===== src/rtl/multirate_pkg.sv =====
// Shared rate encodings, prescaler terminal-count helper and the
// active-low 7-segment pattern table for the multirate hex counter.
package multirate_pkg;

  typedef enum logic [1:0] {
    RATE_FAST = 2'd0,
    RATE_1X   = 2'd1,
    RATE_2X   = 2'd2,
    RATE_4X   = 2'd3
  } rate_e;

  // Bit order g..a (bit 0 = segment a), a lit segment is 0.
  localparam logic [6:0] SEG_TABLE [16] = '{
    7'h40, 7'h79, 7'h24, 7'h30, 7'h19, 7'h12, 7'h02, 7'h78,
    7'h00, 7'h10, 7'h08, 7'h03, 7'h46, 7'h21, 7'h06, 7'h0E
  };

  function automatic logic [31:0] rate_terminal(input rate_e rate, input logic [31:0] period);
    case (rate)
      RATE_FAST: rate_terminal = 32'd0;
      RATE_1X:   rate_terminal = period - 32'd1;
      RATE_2X:   rate_terminal = (period << 1) - 32'd1;
      default:   rate_terminal = (period << 2) - 32'd1;
    endcase
  endfunction

endpackage


===== src/rtl/multirate_hex_counter_seg7.sv =====
// Single hex digit to active-low 7-segment decoder.
module hex_to_seg7
  import multirate_pkg::*;
(
  input  logic [3:0] nibble,
  output logic [6:0] seg
);

  assign seg = SEG_TABLE[nibble];

endmodule


===== src/rtl/multirate_hex_counter.sv =====
// Selectable-rate prescaler driving a modulus up/down counter whose nibbles
// are decoded onto active-low 7-segment displays.
module multirate_hex_counter
  import multirate_pkg::*;
#(
  parameter int     N_DIGITS      = 4,
  parameter int     PERIOD_CYCLES = 50000000,
  parameter longint MODULUS       = longint'(1) << (4 * N_DIGITS)
) (
  input  logic                    CLOCK_50,
  input  logic                    resetn,
  input  logic [1:0]              rate_sel,
  input  logic                    enable,
  input  logic                    up_down,
  input  logic                    load,
  input  logic [4*N_DIGITS-1:0]   load_value,
  output logic [4*N_DIGITS-1:0]   count,
  output logic                    tick,
  output logic                    wrap,
  output logic [7*N_DIGITS-1:0]   hex
);

  localparam int CNT_W = 4 * N_DIGITS;
  localparam int PRE_W = $clog2(4 * PERIOD_CYCLES);
  localparam logic [CNT_W-1:0] MAX_CNT = CNT_W'(MODULUS - 1);

  logic [PRE_W-1:0] pre_q, pre_d;
  logic [PRE_W-1:0] term;
  rate_e            rate_q;
  logic             rate_change;
  logic             tick_q, tick_d;
  logic [CNT_W-1:0] count_q, count_d;
  logic             wrap_q, wrap_d;

  assign term        = PRE_W'(rate_terminal(rate_q, PERIOD_CYCLES));
  assign rate_change = (rate_e'(rate_sel) != rate_q);

  // A rate change restarts the period from zero and suppresses the tick.
  always_comb begin
    tick_d = 1'b0;
    pre_d  = pre_q + PRE_W'(1);
    if (rate_change) begin
      pre_d = '0;
    end else if (pre_q == term) begin
      tick_d = 1'b1;
      pre_d  = '0;
    end
  end

  always_comb begin
    count_d = count_q;
    wrap_d  = 1'b0;
    if (load) begin
      count_d = (load_value > MAX_CNT) ? MAX_CNT : load_value;
    end else if (tick_q && enable) begin
      if (up_down) begin
        if (count_q == MAX_CNT) begin
          count_d = '0;
          wrap_d  = 1'b1;
        end else begin
          count_d = count_q + CNT_W'(1);
        end
      end else begin
        if (count_q == '0) begin
          count_d = MAX_CNT;
          wrap_d  = 1'b1;
        end else begin
          count_d = count_q - CNT_W'(1);
        end
      end
    end
  end

  always_ff @(posedge CLOCK_50 or negedge resetn) begin
    if (!resetn) begin
      pre_q   <= '0;
      rate_q  <= RATE_FAST;
      tick_q  <= 1'b0;
      count_q <= '0;
      wrap_q  <= 1'b0;
    end else begin
      pre_q   <= pre_d;
      rate_q  <= rate_e'(rate_sel);
      tick_q  <= tick_d;
      count_q <= count_d;
      wrap_q  <= wrap_d;
    end
  end

  assign count = count_q;
  assign tick  = tick_q;
  assign wrap  = wrap_q;

  for (genvar k = 0; k < N_DIGITS; k++) begin : g_digit
    hex_to_seg7 u_seg (
      .nibble (count_q[4*k +: 4]),
      .seg    (hex[7*k +: 7])
    );
  end

endmodule


===== config.mk =====
export PLATFORM = sky130hd
export DESIGN_NAME = multirate_hex_counter
export DESIGN_NICKNAME = d
export VERILOG_FILES = /design/src/rtl/multirate_pkg.sv /design/src/rtl/multirate_hex_counter_seg7.sv /design/src/rtl/multirate_hex_counter.sv
export SDC_FILE = /design/constraint.sdc
export NUM_CORES = 1
export LEC_CHECK = 0
export BUFFER_PORTS_ARGS = -buffer_cell sky130_fd_sc_hd__buf_2
export CAP_MARGIN = 20
export CELL_PAD_IN_SITES_DETAIL_PLACEMENT = 0
export CELL_PAD_IN_SITES_GLOBAL_PLACEMENT = 1
export CORE_ASPECT_RATIO = 0.5
export CORE_MARGIN = 10
export CORE_UTILIZATION = 46
export CTS_BUF_LIST = sky130_fd_sc_hd__clkbuf_16
export DETAILED_ROUTE_END_ITERATION = 8
export PLACE_DENSITY = 0.92
export SYNTH_ARGS = -nofsm -noshare
export SYNTH_HDL_FRONTEND = slang
export SYNTH_SLANG_ARGS = --single-unit

===== constraint.sdc =====
create_clock -name CLOCK_50 -period 4.8 [get_ports CLOCK_50]
set_input_delay 0.48 -clock CLOCK_50 [delete_from_list [all_inputs] [get_ports CLOCK_50]]
set_output_delay 0.48 -clock CLOCK_50 [all_outputs]
set_load 0.05 [all_outputs]

# Word-level counts from Yosys, hierarchy flattened
# Memory sizes are Yosys's and may differ from the RTL's.
# Cells that the tools add are included.
[word_totals] mem_bits_ro=448 memories=4 regBits=48
[classes] n_lt_le_gt_ge=5 n_bitwise=4 muxes=24 reduce_logical=4 add_sub_neg=3 eq_ne=5
[memory_table] memory="(name not given)" depth=16 width=7 rd=1 rd_ports_with_merged_regs=0 wr=0 line="multirate_hex_counter_seg7.sv:9" text="assign seg = SEG_TABLE[nibble];"
[memory_table] memory="(name not given)" depth=16 width=7 rd=1 rd_ports_with_merged_regs=0 wr=0 line="multirate_hex_counter_seg7.sv:9"
[memory_table] memory="(name not given)" depth=16 width=7 rd=1 rd_ports_with_merged_regs=0 wr=0 line="multirate_hex_counter_seg7.sv:9"
[memory_table] memory="(name not given)" depth=16 width=7 rd=1 rd_ports_with_merged_regs=0 wr=0 line="multirate_hex_counter_seg7.sv:9"
[ops] operator="two-way mux 16 bit" count=6
[ops] operator="case mux 28 bit (3 select lines)" count=1
[ops] operator="two-way mux 28 bit" count=2
[ops] operator="two-way mux 7 bit" count=8
[ops] operator="adder 28 x 1 -> 28 bit, second input constant" count=1
[ops] operator="equality test 28 bit" count=1
[ops] operator="greater-or-equal comparator 5 bit, second input constant" count=4
[ops] operator="inverter 4 -> 5 bit" count=4
[ops] operator="adder 16 x 1 -> 16 bit, second input constant" count=1
[ops] operator="equality test 16 bit, second input constant" count=1
[ops] operator="greater-than comparator 16 bit, second input constant" count=1
[ops] operator="logical NOT 16 bit" count=1
[ops] operator="subtractor 16 x 1 -> 16 bit, second input constant" count=1
[ops] operator="two-way mux 1 bit" count=7
[ops] operator="equality test 2 x 1 -> 1 bit, second input constant" count=1
[ops] operator="equality test 2 bit, second input constant" count=1
[ops] operator="logical NOT 2 bit" count=1
[ops] operator="!= test 2 bit" count=1
[ops] operator="nonzero test 2 bit" count=1
[ops] operator="logical AND 1 bit" count=1

# Longest topological paths before layout
# Gate-level depths: netlist (run 1).
[depth] depth_word=5 mapped_depth=9 depth_no_buf=7

# Modules after synthesis
# From an unflattened synthesis (run 1), not the netlist that was laid out.
[unflattened] hier_cells=516 hier_area_um2=4389.2
[modules_own_cells] module="multirate_hex_counter" area_each_um2=3289.4 cells_each=387 seq_area_each_um2=1201.2 instances=1
[modules_own_cells] module="hex_to_seg7 at g_digit[0].u_seg ..." area_each_um2=275.3 cells_each=32 seq_area_each_um2=0.0 instances=3
[modules_own_cells] module="hex_to_seg7 at g_digit[1].u_seg" area_each_um2=274.0 cells_each=33 seq_area_each_um2=0.0 instances=1

# Least setup slack after synthesis (run 1)
# No wires, ideal clock.
[synth_timing] path_type="reg2out" startpoint="register count_q[4], in the netlist count[4]" endpoint="output hex[8]" setup_slack_ns=1.654 stages_incl_launch_ff=6 path_buffers=1 arrival_time_ns=2.666 cell_sequence="dfrtp_1 -> buf_4 -> clkinv_1 -> ha_1 -> mux2i_1 -> o21ai_0"
[synth_via] elab_chain_cells=4
[synth_lines] element="start, declared" line="multirate_hex_counter.sv:32" text="logic [CNT_W-1:0] count_q, count_d;"
[synth_lines] element="start signal, assigned" line="multirate_hex_counter.sv:85" text="count_q <= count_d;"
[synth_lines] element="inverter 4 -> 5 bit (not written as such)" line="multirate_hex_counter_seg7.sv:9"
[synth_lines] element="memory read (16 x 7 bit)"
[synth_lines] element="two-way mux 7 bit (not written as such) (2 in series)" line="multirate_hex_counter_seg7.sv:9"
[synth_lines] element="end, declared" line="multirate_hex_counter.sv:20" text="output logic [7*N_DIGITS-1:0] hex"
# No other way between the ends. The select of a mux whose other input is x is not followed.

# Worst setup path after layout (run 1)
[layout_timing] startpoint="register count_q[8], in the netlist count[8]" endpoint="register count_q[6], in the netlist count[6]"
[layout_via] elab_chain_cells=5 elab_cells_between_ends=7 classes_between="eq/ne (1); mux (5); reduce/logical (1)"
[layout_lines] element="equality test 16 bit / logical NOT 16 bit (equally long branches)" line="multirate_hex_counter.sv:57, multirate_hex_counter.sv:64"
[layout_lines] element="two-way mux 16 bit, on equally long branches" line="multirate_hex_counter.sv:57, multirate_hex_counter.sv:64"
[layout_lines] element="two-way mux 16 bit *" line="multirate_hex_counter.sv:56" text="if (up_down) begin"
[layout_lines] element="two-way mux 16 bit *" line="multirate_hex_counter.sv:55" text="end else if (tick_q && enable) begin"
[layout_lines] element="two-way mux 16 bit *" line="multirate_hex_counter.sv:53" text="if (load) begin"
# Every way passes the cells marked *; elsewhere a longest branch is shown, timed or not. The select of a mux whose other input is x is not followed.
# A chain may end at the register's enable or synchronous reset.

==> impl_metrics.json, run 1 <==
{
  "dp_hpwl_um": 8299,
  "worstSkewPairLatency_ns": 0.29,
  "grt_max_degree": 49,
  "synth_area_mm2": 0.004217,
  "num_rows": 24,
  "grt_pass1_vias": 3704,
  "hold_class": "in -> async",
  "first_pass_iters": 5,
  "arrival_ns": 3.40,
  "synth-edff-count": 0,
  "die_area_mm2": 0.01363,
  "grt_pass1_wl_um": 19220,
  "fp.dieH_um": 87.70,
  "crit_type": "reg -> reg",
  "max-cap-violations": 0,
  "synth.most_common_cell": "nor2_1",
  "postSynth.asyncResetShare_pct": 100.0,
  "clock-sinks": 48,
  "netlist_top_cells_count": "55 x nor2_1, 48 x dfrtp_1, 37 x nand2_1",
  "ys_warn_count": 0,
  "hold_ws_ns": 0.2799,
  "port_buffers": 68,
  "antenna_found_initial": 0,
  "synth-seq-cells": 48,
  "cell_internal_pwr_uw": 843.0,
  "drt_wl_total_um": 11490,
  "cts_setup_buffers": 0,
  "vias": 4024,
  "die_w_um": 155.4,
  "area_delta_synth_final_pct": 11.84,
  "finalHoldViolCount": 0,
  "setup_tns_ns": 0,
  "syn_area_per_cell_um2": 8.172,
  "drtIter0Drc": 311,
  "nNetsFinal": 610,
  "yosysTopAreaCell": "dfrtp_1",
  "grtUsageMet2_pct": 25.86,
  "yosysUniqueCellTypes": 68,
  "grt_overflow": 0,
  "initial_core_util_pct": 47.76,
  "syn_nets": 566,
  "track_usage_pct": 16.60,
  "required_ns": 5.02,
  "cts-htree-levels": 2,
  "setup-violations-final": 0,
  "leakage_nw": 1.975,
  "gp_congestion": 0.9103,
  "synth_ff_type": "dfrtp_1",
  "cp-end-kind": "flop",
  "fmax_ghz": 0.3147,
  "num_antenna_cells": 0,
  "period_share_pct": 66.20,
  "yosys.area.top_type_share_pct": 28.49,
  "final_util_pct": 53.42,
  "rsz0062_at_grt": "false",
  "tightest_slew_ns": 0.9472,
  "root_buffer": "clkbuf_16",
  "rr_startpoint": "count[8]",
  "pwr-share-clk_pct": 27.0,
  "fin_crit_ns": 3.178,
  "ant_nets": 0,
  "coreArea_mm2": 0.008828,
  "dp_cells": 670,
  "ir_worst_vdd_uv": 155.5,
  "finClkSkew_ns": 0.002705,
  "slew_viol_final": 0,
  "path_max_fanout": 11,
  "reg2reg_to": "count[6]",
  "r2r_setup_slack_ns": 1.62,
  "stdcell_count": 678,
  "start_kind": "flop",
  "io_pins": 69,
  "detail_route.wl_per_cell_um": 16.95,
  "comb_power_share_pct": 39.9,
  "via_per_inst": 5.935,
  "reg2regPathDepth": 8,
  "cts_tree": "built",
  "relSlewSlack_pct": 36.85,
  "switchingPower_uw": 684.1,
  "grtUsageMet3_pct": 4.599,
  "seqPwrFrac_pct": 33.2,
  "clk_path_buf_depth": 2,
  "syn_inst": 516,
  "cts_resized": 0,
  "synth.area.top_cells": "dfrtp_1 28%, ha_1 8.0%, xnor2_1 5.0%, nor2_1 4.9%, o21ai_0 4.2%",
  "top_usage_layer": "met2",
  "clk_pin_slew_ns": 0.07,
  "ys_seq_area_share_pct": 28.49,
  "p_sw_share_pct": 44.80,
  "report.power.total_mw": 1.527,
  "p_per_area_mw_per_mm2": 323.8,
  "drc": 0,
  "status": "complete, no violations",
  "drive_gt1_share_pct": 18.00,
  "cts_inserted_buffers": 5,
  "cts_hold_buffers": 0,
  "met1_usage_pct": 22.58
}
==> critical path, cell delays in order (launching register included) <==
cell     delay, ns
dfrtp_1       0.51
inv_1         0.22
ha_1          0.27
nor4b_1       0.69
a41oi_1       0.53
buf_4         0.32
and2_1        0.20
a32o_1        0.26
a21oi_1       0.11
==> placed cells by master, fill, tap and decap left out, types with 3 or more instances in the layout <==
cell type / instances
a211oi_1: 3
nand2b_1: 9
or4_1: 4
nor2b_1: 5
o211ai_1: 3
nand2_1: 37
o221ai_1: 4
o31ai_1: 5
nor3b_1: 4
or3_1: 4
inv_1: 24
dfrtp_1: 48
mux2_2: 4
buf_4: 3
o21ai_0: 35
buf_2: 68
and2_1: 4
o21a_1: 4
xor2_1: 9
or4_2: 3
o22ai_1: 5
nand3b_1: 4
a221oi_1: 3
nand4_1: 13
nor3_1: 10
nor4_1: 18
clkbuf_16: 5
nor2_1: 55
and3_1: 3
a31oi_1: 6
mux2i_1: 12
or2_2: 3
nand3_1: 25
ha_1: 27
xnor2_1: 24
a21oi_1: 26
==> cell families (layout without fill, tap and decap cells) <==
| logic type | count (synthesis) | after routing | share of synthesized area [%] |
|---|---|---|---|
| flip-flops | 48 | 48 | 28.49 |
| adder cells (fa/ha/maj) | 27 | 27 | 8.012 |
| multiplexers | 17 | 17 | 4.451 |
| AND/OR/NAND/NOR | 213 | 213 | 26.68 |
| AO/OA/AOI/OAI | 119 | 119 | 18.78 |
| buffers and inverters | 59 | 104 | 6.736 |
| XOR/XNOR | 33 | 33 | 6.855 |
==> metrics by stage <==
stage / setup slack [ns] / instance area [um^2]
CTS: 1.685 / 4716
floorplan: 1.654 / 4217
global route: 1.309 / 4716
global placement: 1.806 / 4543
detailed placement: 1.702 / 4543
finish: 1.622 / 4716
==> flip-flops by register name, summed over array words and instances (netlist names) <==
signal and count:
pre_q 28, count 16, rate_q 2, tick 1
wrap 1
==> routing by layer <==
layer | vias to the layer above | part of all wire (%)
met3 | 8 | 7.2
met2 | 126 | 45
li1 | 1965 | -
met4 | 0 | 0.57
met1 | 1925 | 47
met5 | - | 0
==> worst max-delay path by stage <==
stage                      to  slack (ns)  depth (start not counted)  startpoint
finish               count[6]        1.62                          8    count[8]
global route         count[6]        1.31                          8    count[8]
CTS                 count[13]        1.69                          8    count[4]
detailed placement  count[13]        1.70                          8    count[4]
global placement     count[6]        1.81                          8    count[8]
floorplan              hex[8]        1.65                          5    count[4]
==> power by group through the flow <==
| stage | sequential (mW) | combinational, mW | clock (mW) |
|---|---|---|---|
| CTS | 0.505 | 0.610 | 0.421 |
| finish | 0.507 | 0.609 | 0.412 |
| global placement | 0.512 | 0.607 | 0 |
| detailed placement | 0.513 | 0.608 | 0 |
| global route | 0.516 | 0.656 | 0.440 |
| floorplan | 0.515 | 0.467 | 0 |
==> cell type report <==
type                       count  area (um^2)
sequential                    48         1201
fill                         864         4113
clock buffer                   5        125.1
tap                          117        146.4
clock inverter                 3        47.55
timing repair buffer          71        362.8
inverter                      25        93.84
multi-input combinational    409         2739
No activity file was read; power rests on OpenSTA's default activity.
==> run 2: changes to the inputs <==
Settings changed: ABC_AREA set to 1, CORE_UTILIZATION 46 to 37, PLACE_DENSITY 0.92 to 0.84.
Clock period 4.8 ns to 2.7 ns, I/O delays scaled along.
==> impl_metrics.json, run 2 <==
{
  "status": "complete, no violations",
  "report.power.total_mw": 2.716,
  "setup_tns_ns": 0,
  "die_w_um": 183.6,
  "cts_tree": "built",
  "max_stage_delay_ns": 0.48,
  "area_delta_synth_final_pct": 13.00,
  "tightest_slew_ns": 0.6068,
  "finalHoldViolCount": 0,
  "drtIter0Drc": 481,
  "required_ns": 2.87,
  "cts-htree-levels": 2,
  "top_register": "pre_q",
  "largest_reg_flops": 28,
  "initial_core_util_pct": 38.42,
  "syn_nets": 851,
  "synth.area.top_cells": "dfrtp_1 24%, nand2_1 18%, nand3_1 8.3%, nor2_1 8.3%, inv_1 7.0%",
  "gp_congestion": 0.8920,
  "grt_pass1_vias": 5126,
  "setup-violations-final": 0,
  "ant_nets": 0,
  "max-cap-violations": 0,
  "track_usage_pct": 16.78,
  "cts_setup_buffers": 0,
  "relSlewSlack_pct": 59.55,
  "ys_warn_count": 0,
  "io_pins": 69,
  "slew_viol_final": 0,
  "cts_hold_buffers": 1,
  "final_util_pct": 43.41,
  "cp-end-kind": "flop",
  "syn_inst": 801,
  "postSynth.asyncResetShare_pct": 100.0,
  "vias": 5317,
  "clk_pin_slew_ns": 0.06,
  "leakage_nw": 2.767,
  "drc": 0,
  "dp_hpwl_um": 12160,
  "p_per_area_mw_per_mm2": 485.6,
  "yosys.area.top_type_share_pct": 24.27,
  "antenna_found_initial": 0,
  "crit_path_cell_trace": "inv_2 -> ha_1 -> nand2_1 -> nand2_1 -> nand2_1 -> nor3_1 -> nand3_1 -> o21ai_2 -> buf_4 -> nor2_1",
  "design_area_mm2": 0.005592,
  "rsz0062_at_grt": "false",
  "fp.dieH_um": 101.8,
  "grt_overflow": 0,
  "fmax_ghz": 0.4234,
  "stdcell_count": 1036,
  "yosysTopAreaCell": "dfrtp_1",
  "critPathBufInv": 2,
  "final_common_cell": "nand2_1",
  "slowest_stage": "dfrtp_1",
  "arrival_ns": 2.53,
  "crit_type": "reg -> reg",
  "cts_inserted_buffers": 5,
  "synth_ff_type": "dfrtp_1",
  "clock-sinks": 48,
  "coreArea_mm2": 0.01288,
  "num_rows": 29,
  "yosysUniqueCellTypes": 38,
  "final_cell_mix": "240 x nand2_1, 109 x nor2_1, 94 x inv_1",
  "grt_max_degree": 46,
  "first_pass_iters": 5,
  "grt_pass1_wl_um": 26090,
  "die_area_mm2": 0.01868,
  "via_per_inst": 5.132,
  "synth_area_mm2": 0.004948,
  "nNetsFinal": 915,
  "path_max_fanout": 20,
  "root_buffer": "clkbuf_16",
  "crit_top_cell": "nand2_1",
  "postPlaceCellArea_mm2": 0.005445,
  "fin_crit_ns": 2.362,
  "cts_resized": 0,
  "detail_route.wl_per_cell_um": 14.99,
  "start_kind": "flop",
  "syn_area_per_cell_um2": 6.178,
  "synth-seq-cells": 48,
  "period_share_pct": 87.48,
  "ir_worst_vdd_uv": 208.3,
  "synth-edff-count": 0,
  "hold_class": "in -> reg",
  "synth.most_common_cell": "nand2_1",
  "ys_seq_area_share_pct": 24.27,
  "path_delay_family": "simple AND/OR/NAND/NOR gates",
  "finClkSkew_ns": 0.009013,
  "worstSkewPairLatency_ns": 0.30,
  "port_buffers": 68,
  "clk_path_buf_depth": 2,
  "drt_wl_total_um": 15530,
  "drive_gt1_share_pct": 12.70,
  "netlist_top_cells_count": "240 x nand2_1, 109 x nor2_1, 92 x inv_1",
  "dp_cells": 1027,
  "num_antenna_cells": 0
}
==> run 2: kinds of logic after synthesis <==
family	synth area share (%)
AND/OR/NAND/NOR	41.47
XOR/XNOR	7.788
adder cells (fa/ha/maj)	6.827
buffers and inverters	10.47
AO/OA/AOI/OAI	9.179
flip-flops	24.27
==> run 2: where the power goes <==
part           internal (mW)  leakage, nW  switching, mW
combinational          0.322         2.06          0.958
sequential             0.753        0.636         0.0835
clock                  0.334       0.0738          0.266
total                   1.41         2.77           1.31
==> run 2: worst paths after layout <==
check	start	to	slack, ns	depth (start not counted)
min	rate_sel[0]	rate_q[0]	0.11	1
max reg2reg	rate_q[0]	pre_q[13]	0.34	10
min in group asynchronous	resetn	count[8]	0.30	2
max	rate_q[0]	pre_q[13]	0.34	10
max in group asynchronous	resetn	pre_q[24]	1.60	3
min reg2reg	pre_q[0]	pre_q[0]	0.61	1
==> run 2: cell type report <==
| type | instances | area [um^2] |
|---|---|---|
| fill | 1376 | 7289 |
| inverter | 97 | 364.1 |
| multi-input combinational | 631 | 3229 |
| tap | 170 | 212.7 |
| sequential | 48 | 1201 |
| clock buffer | 5 | 125.1 |
| timing repair buffer | 82 | 447.9 |
| clock inverter | 3 | 11.26 |
==> run 2: routing by layer <==
layer / vias to the layer above / routed length (um) / global-route usage [%] / share of wire (%)
li1: 2682 / - / - / -
met1: 2486 / 7474 / 22.19 / 48
met2: 136 / 7125 / 28.49 / 46
met3: 13 / 795 / 2.537 / 5.1
met4: 0 / 131 / 3.567 / 0.84
met5: - / 0 / 0 / 0
==> run 2: through the flow <==
step	hold WS, ns	setup slack, ns
final	0.1119	0.3381
after global routing	0.1214	0.1157
after CTS	0.1085	0.3709
after detailed placement	0.07607	0.3874
after global placement	0.07522	0.4738
after floorplan	-0.02559	0.03681
